`src/rtl/flag_cond_unit.sv`:
```
// flag_cond_unit: one-deep result register that evaluates the condition code against
// the architectural NZCV flags, conditionally updates them and counts retired results.
module flag_cond_unit #(
  parameter int WIDTH = 8
) (
  input  logic             clk,
  input  logic             reset,
  input  logic [WIDTH-1:0] alu_y,
  input  logic             alu_n,
  input  logic             alu_z,
  input  logic             alu_co,
  input  logic             alu_ovf,
  input  logic [2:0]       alu_ctrl,
  input  logic             in_valid,
  output logic             in_ready,
  input  logic             s_bit,
  input  logic [3:0]       cond,
  output logic             out_valid,
  input  logic             out_ready,
  output logic [WIDTH-1:0] alu_out,
  output logic             cond_pass,
  output logic [3:0]       flags_q,
  output logic             cond_err,
  output logic [15:0]      retire_cnt
);
  logic n, z, c, v, pass, acc;
  logic [7:0] base;
  assign {n, z, c, v} = flags_q;
  assign in_ready = !reset && (!out_valid || out_ready);
  assign acc = in_valid && in_ready;
  // odd codes are the complement of the even code below them; 1111 is "never"
  assign base = {1'b1, !z && (n == v), n == v, c && !z, v, n, c, z};
  assign pass = base[cond[3:1]] ^ cond[0];
  always_ff @(posedge clk) begin
    if (reset) begin
      out_valid  <= 1'b0;
      alu_out    <= '0;
      cond_pass  <= 1'b0;
      flags_q    <= 4'b0000;
      cond_err   <= 1'b0;
      retire_cnt <= 16'd0;
    end else begin
      cond_err <= acc && (cond == 4'hf);
      if (out_valid && out_ready && cond_pass) retire_cnt <= retire_cnt + 16'd1;
      if (acc) begin
        alu_out   <= alu_y;
        cond_pass <= pass;
        out_valid <= 1'b1;
        if (s_bit && pass) begin
          flags_q[3:2] <= {alu_n, alu_z};
          if (alu_ctrl <= 3'd2) flags_q[1:0] <= {alu_co, alu_ovf};
        end
      end else if (out_ready) begin
        out_valid <= 1'b0;
      end
    end
  end
endmodule

```
`config.mk`:
```
export PLATFORM = sky130hd
export DESIGN_NAME = flag_cond_unit
export DESIGN_NICKNAME = d
export VERILOG_FILES = /design/src/rtl/flag_cond_unit.sv
export SDC_FILE = /design/constraint.sdc
export NUM_CORES = 1
export LEC_CHECK = 0
export BUFFER_PORTS_ARGS = -buffer_cell sky130_fd_sc_hd__buf_2
export CAP_MARGIN = 20
export CELL_PAD_IN_SITES_DETAIL_PLACEMENT = 0
export CELL_PAD_IN_SITES_GLOBAL_PLACEMENT = 1
export CORE_ASPECT_RATIO = 0.5
export CORE_UTILIZATION = 36
export CTS_BUF_LIST = sky130_fd_sc_hd__clkbuf_16
export CTS_CLUSTER_DIAMETER = 200
export DETAILED_ROUTE_END_ITERATION = 10
export PLACE_DENSITY = 0.84
export SLEW_MARGIN = 10
export SYNTH_ARGS = -nofsm -noshare
export SYNTH_HDL_FRONTEND = slang
export SYNTH_SLANG_ARGS = --single-unit
```
`constraint.sdc`:
```
create_clock -name clk -period 3.3 [get_ports clk]
set_input_delay 0.66 -clock clk [delete_from_list [all_inputs] [get_ports clk]]
set_output_delay 0.66 -clock clk [all_outputs]
set_load 0.005 [all_outputs]
```
==> results of run 1 <==
## state kept, by name (all words and copies together), names as in the netlist
name        flops
alu_out         8
cond_err        1
cond_pass       1
flags_q         4
out_valid       1
retire_cnt     16
## critical path, delay by kind of cell
kind / cells / cell delay (ps)
buffers and inverters: 3 / 760
muxes: 2 / 580
and+or+nand+nor: 2 / 320
## layer usage
| layer | vias to the layer above | track usage, % | share of wire (%) |
|---|---|---|---|
| met3 | 7 | 6.271 | 5.7 |
| li1 | 674 | - | - |
| met2 | 27 | 21.22 | 43 |
| met5 | - | 0 | 0 |
| met4 | 0 | 9.677 | 2.3 |
| met1 | 558 | 20.04 | 49 |
## area by class of cell
cell class              instances  area [um2]  share of cell area (%)
clock buffers                   5       125.1                   6.739
repair buffers                 56       282.8                   15.23
inverters                       4       15.01                  0.8086
multi-input cells             123       738.2                   39.76
flip-flops and latches         31       620.6                   33.42
well taps                      51       63.81                   3.437
clock inverters                 3       11.26                  0.6065
## per-stage QoR
step,worst slack (ps),cell area [um2]
finish,1138,1857
global route,954.3,1857
CTS,1116,1857
detailed placement,834.8,1720
global placement,885.8,1720
floorplan,1137,1401
## worst max path at each step
stage / start / to / slack [ps] / cells after the start
after floorplan: cond[2] / flags_q[2] / 1140 / 4
after global placement: reset / flags_q[1] / 890 / 7
after detailed placement: reset / flags_q[1] / 830 / 7
after CTS: reset / flags_q[1] / 1120 / 7
after global routing: reset / flags_q[1] / 950 / 7
final: reset / flags_q[1] / 1140 / 7
## power by group
group	total [mW]	internal, mW	switching (mW)	leakage [nW]
Combinational	0.0661	0.0329	0.0332	0.488
Clock	0.416	0.270	0.146	0.0701
Sequential	0.394	0.387	0.00770	0.252
## cells by family (layout without fill, tap and decap cells)
logic type	after synthesis	in the layout	synth area share (%)
simple gates	80	80	27.59
xor+xnor	13	13	8.125
compound gates	21	21	9.107
buf+inv	11	68	3.035
flops	31	31	44.29
fa+ha+maj	1	1	0.8927
mux	8	8	6.964
## layout by cell type, fill, tap and decap left out, types with 5 or more instances in the layout
cell,instances
o21ai_0,13
xor2_1,7
dfxtp_1,31
nor2b_1,5
nand4_1,6
buf_2,55
nand3_1,8
a21oi_1,6
nor2_1,18
clkbuf_16,5
xnor2_1,6
nand2_1,25
inv_1,5
==> metrics.cfg, run 1 <==
[run_status]
status = finished clean

[worst_setup_path]
rr_endpoint = flags_q[2]
critPathMaxFanout = 22
critPathSlowestCell = mux2_1
cp.required_ps = 3460
worstSetupStartpointType = input pin
end_kind = flop
arrival_ps = 2320
slowest_delay_ps = 350
r2r_slack_ps = 1420
path_cells = buf_2 > inv_1 > and3_1 > buf_4 > nand4_1 > mux2i_1 > mux2_1
r2r_start = flags_q[0]
worstSetupPathType = input pin to flop
reg2reg_depth = 4

[die]
initial_core_util_pct = 39.30
ios = 56
die_x_um = 90.24
rows = 15
core_area_um2 = 3566
dieArea_um2 = 4161
dieHeight_um = 46.12

[timing]
fin_crit_sh_pct = 65.53
fmax_mhz = 462.5
hold_ws_ps = 449.8
rsz0062_at_grt = false
worstMarginPinSlew_ps = 419.5
fin_skew_ps = 2.577
finalSetupViolations = 0
post-route-min-period_ps = 2162
max_slew_margin_pct = 71.82
slew_viol_final = 0
finalHoldViolCount = 0
setup_tns_ps = 0

[drt]
drt-total-wl_um = 2883
ant_nets = 0
drt_iter0_drc = 52
drt_first_pass_iters = 4
routedWlPerCell_um = 10.56
drc = 0
vias = 1266
viasPerCell = 4.637

[clock_network]
cts-hold-fix-buffers = 0
cts_sinks = 31
cts_resized = 0
htree_levels = 2
worstSkewPairLatency_ps = 270
clk_pin_slew_ps = 50
root_buffer = clkbuf_16
numCtsBuffers = 5
cts_tree = yes
ctsLongestPathBuffers = 2
post-cts-setup-buffers = 0

[yosys]
synth_edf_count = 0
synthTopCellsByCount = 31 x dfxtp_1, 25 x nand2_1, 18 x nor2_1
synth_top_area_share_pct = 44.29
synth.net_count = 190
ys_ff_latch = 31
synth_cell_type_count = 29
synthCells = 165
ys_warn_count = 0
synth-main-ff-cell = dfxtp_1
synthTopCellsByArea = dfxtp_1 44%, nand2_1 6.7%, nor2_1 4.8%
syn_area_um2 = 1401
yosysMostFrequentCell = dfxtp_1
synth.yosys.seq_area_share_pct = 44.29
yosys.area.top_type = dfxtp_1
syn_area_per_cell_um2 = 8.493
async_flop_share_pct = 0

[placed_design]
port_buffers = 55
gp_congestion = 0.7679
dp_hpwl_um = 2103
place_inst = 265

[worst_hold_path]
worstHoldPathCells = 2
hold_start = alu_out[4]
whs_endpoint = alu_out[4]
hold_class = flop to flop

[global_routing]
antenna_found_initial = 0
grt_overflow = 0
track_usage_pct = 15.33
grt_pass1_wl_um = 4740
grt_pass1_vias = 1034
grt_max_degree = 23

[pwr]
power_density_nw_per_um2 = 471.7
power_mw = 0.8759
ir_worst_vdd_mv = 0.1865
cellLeakagePower_nw = 0.8104

[final_layout]
syn_to_final_growth_pct = 32.50
utilization_pct = 52.07
antennaDiodeCount = 0
n_fill_cell = 357
fin_cells = 273
drive_gt1_share_pct = 28.83
fin_nets = 246

[job]
cap_violations = 0

Note: power is estimated with default switching activity, not from simulation.
==> run 2, diff against run 1 <==
CORE_UTILIZATION = 34   (was 36)
PLACE_DENSITY = 0.8   (was 0.84)
clock period = 2.1 ns   (was 3.3 ns; I/O delays follow)
==> run 2 against run 1 <==
  * First-iteration DRC count decreased by 63%
  * Hold slack got worse by 110 ps
  * Register-to-register slack got worse by 1200 ps
  * Combinational power increased by 71%
  * Die area increased by 5.7%
  * Routed wire length increased by 12%
  * Via count increased by 4.2%
  * Core utilization decreased by 3.9 points
  * Sequential cell count unchanged
  * Sequential power increased by 57%
  * Cell count increased by 2.2%
  * Critical path type is now flop to flop
==> metrics.cfg, run 2 (same netlist as run 1, synthesis figures left out) <==
[worst_hold_path]
hold_class = input pin to flop

[final_layout]
fin_area_um2 = 1891  ; +1.8%
drive_gt1_share_pct = 30.67  ; +1.8 points
antennaDiodeCount = 0  ; unchanged
largest_register_ffs = 16  ; unchanged
syn_to_final_growth_pct = 34.91
fin_nets = 251  ; +2.0%
final_common_cell = buf_2
n_fill_cell = 420  ; +18%
final_cell_mix = 55 x buf_2, 31 x dfxtp_1, 25 x nand2_1
regMostFlops = retire_cnt
largestRegisters = retire_cnt: 16 flops, alu_out: 8 flops, flags_q: 4 flops
fin_cells = 279  ; +2.2%

[timing]
fin_ws_ps = 221.8  ; -915.9 ps
finalHoldViolCount = 0  ; unchanged
max_slew_margin_pct = 73.08  ; +1.3 points
fin_crit_sh_pct = 89.44
worstMarginPinSlew_ps = 400.7  ; -18.79 ps
slew_viol_final = 0  ; unchanged
fin_skew_ps = 1.905  ; -0.6727 ps
setup_tns_ps = 0  ; unchanged
rsz0062_at_grt = false
fmax_mhz = 532.4
finalSetupViolations = 0  ; unchanged
post-route-min-period_ps = 1878

[drt]
drt-total-wl_um = 3239  ; +12%
viasPerCell = 4.728  ; +1.9%
drt_iter0_drc = 19  ; -63%
routedWlPerCell_um = 11.61  ; +9.9%
drc = 0  ; unchanged
vias = 1319  ; +4.2%
drt_first_pass_iters = 4  ; unchanged
ant_nets = 0  ; unchanged

[pwr]
p_sw_mw = 0.3037  ; +63%
pwr-share-comb_pct = 8.2  ; +0.7 points
clockPowerShare_pct = 47.2  ; -0.3 points
cellLeakagePower_nw = 0.8317  ; +2.6%
ir_worst_vdd_mv = 0.2811  ; +51%
power_frac_seq_pct = 44.7  ; -0.3 points
swShare_pct = 21.88  ; +0.57 points
power_density_nw_per_um2 = 734.4  ; +56%
cellInternalPower_mw = 1.085  ; +57%

[job]
cap_violations = 0  ; unchanged

[worst_setup_path]
arrival_ps = 2040  ; -280 ps
path_cells = mux4_2 > a32oi_4 > mux2_2 > mux2_1
cp.required_ps = 2260  ; -1200 ps
worstSetupPathType = flop to flop
slowest_delay_ps = 520  ; +170 ps
r2r_slack_ps = 220  ; -1200 ps
worstSetupStartpointType = flop
end_kind = flop
critPathMaxFanout = 4  ; -82%
critPathSlowestCell = mux4_2

[clock_network]
worstSkewPairLatency_ps = 270  ; about the same
root_buffer = clkbuf_16
cts_tree = yes
htree_levels = 2  ; unchanged
post-cts-setup-buffers = 0  ; unchanged
cts_sinks = 31  ; unchanged
clk_pin_slew_ps = 50  ; about the same
cts_resized = 0  ; unchanged
ctsLongestPathBuffers = 2  ; unchanged
numCtsBuffers = 5  ; unchanged
cts-hold-fix-buffers = 0  ; unchanged

[global_routing]
grt_overflow = 0  ; unchanged
grt_max_degree = 22  ; -4.3%
grt_pass1_wl_um = 5023  ; +6.0%
antenna_found_initial = 0  ; unchanged
grt_pass1_vias = 1143  ; +11%
track_usage_pct = 15.53  ; +0.19 points

[die]
initial_core_util_pct = 35.71  ; -3.6 points
core_area_um2 = 3924  ; +10%
dieArea_um2 = 4398  ; +5.7%
dieHeight_um = 47.40  ; +2.8%
ios = 56  ; unchanged
rows = 16  ; +1
die_x_um = 92.79  ; +2.8%

[placed_design]
port_buffers = 55  ; unchanged
placed_area_um2 = 1762  ; +2.4%
gp_congestion = 0.7624  ; -0.72%
dp_hpwl_um = 2279  ; +8.3%
place_inst = 273  ; +3.0%
dp_slack_ps = 22.80  ; -812.0 ps

[run_status]
status = finished clean

run 2: cell types whose count changed in the layout (fill, tap and decap cells not counted), sizes merged:
cell / change
clkinv: -2
buf: +5
run 2: through the flow:
stage	util, %	hold slack (ps)	power [mW]
floorplan	-	452.5	0.6826
global placement	44.90	443.4	0.7417
detailed placement	44.90	453.7	0.7454
CTS	48.18	338.1	1.408
global route	48.18	352.1	1.456
finish	48.18	342.8	1.388
run 2: layout make-up:
cell class              instances  area (um2)  area share (%)
inverters                       4       15.01          0.7942
clock buffers                   5       125.1           6.618
repair buffers                 61       320.3           16.94
flip-flops and latches         31       620.6           32.83
well taps                      54       67.56           3.574
clock inverters                 1       3.754          0.1985
multi-input cells             123       738.2           39.05
run 2: path summary, 6_finish.rpt:
| kind | from | endpoint | cells after the start |
|---|---|---|---|
| setup / recovery | flags_q[0] | flags_q[3] | 4 |
| hold / removal | alu_y[2] | alu_out[2] | 3 |
| setup reg to reg | flags_q[0] | flags_q[3] | 4 |
| hold reg to reg | alu_out[0] | alu_out[0] | 2 |
run 2: routing by layer:
metal  wire length, um  part of all wire (%)  track usage (%)
met1              1478                    46            18.53
met2              1548                    48            25.59
met5                 0                     0                0
met3               154                   4.8            5.178
met4                58                   1.8            9.231
run 2: critical path, delay by kind of cell (launching register included):
kind               cells  cell delay (ps)
DFF                    1              350
muxes                  3             1200
AOI/OAI and AO/OA      1              210
run 2: power by group through the flow:
stage / clock, mW / sequential (mW) / combinational [mW]
6_report: 0.655 / 0.620 / 0.113
5_1_grt: 0.707 / 0.622 / 0.127
4_1_cts: 0.674 / 0.620 / 0.115
3_5_place_dp: 0 / 0.631 / 0.114
3_3_place_gp: 0 / 0.630 / 0.111
2_1_floorplan: 0 / 0.631 / 0.0512
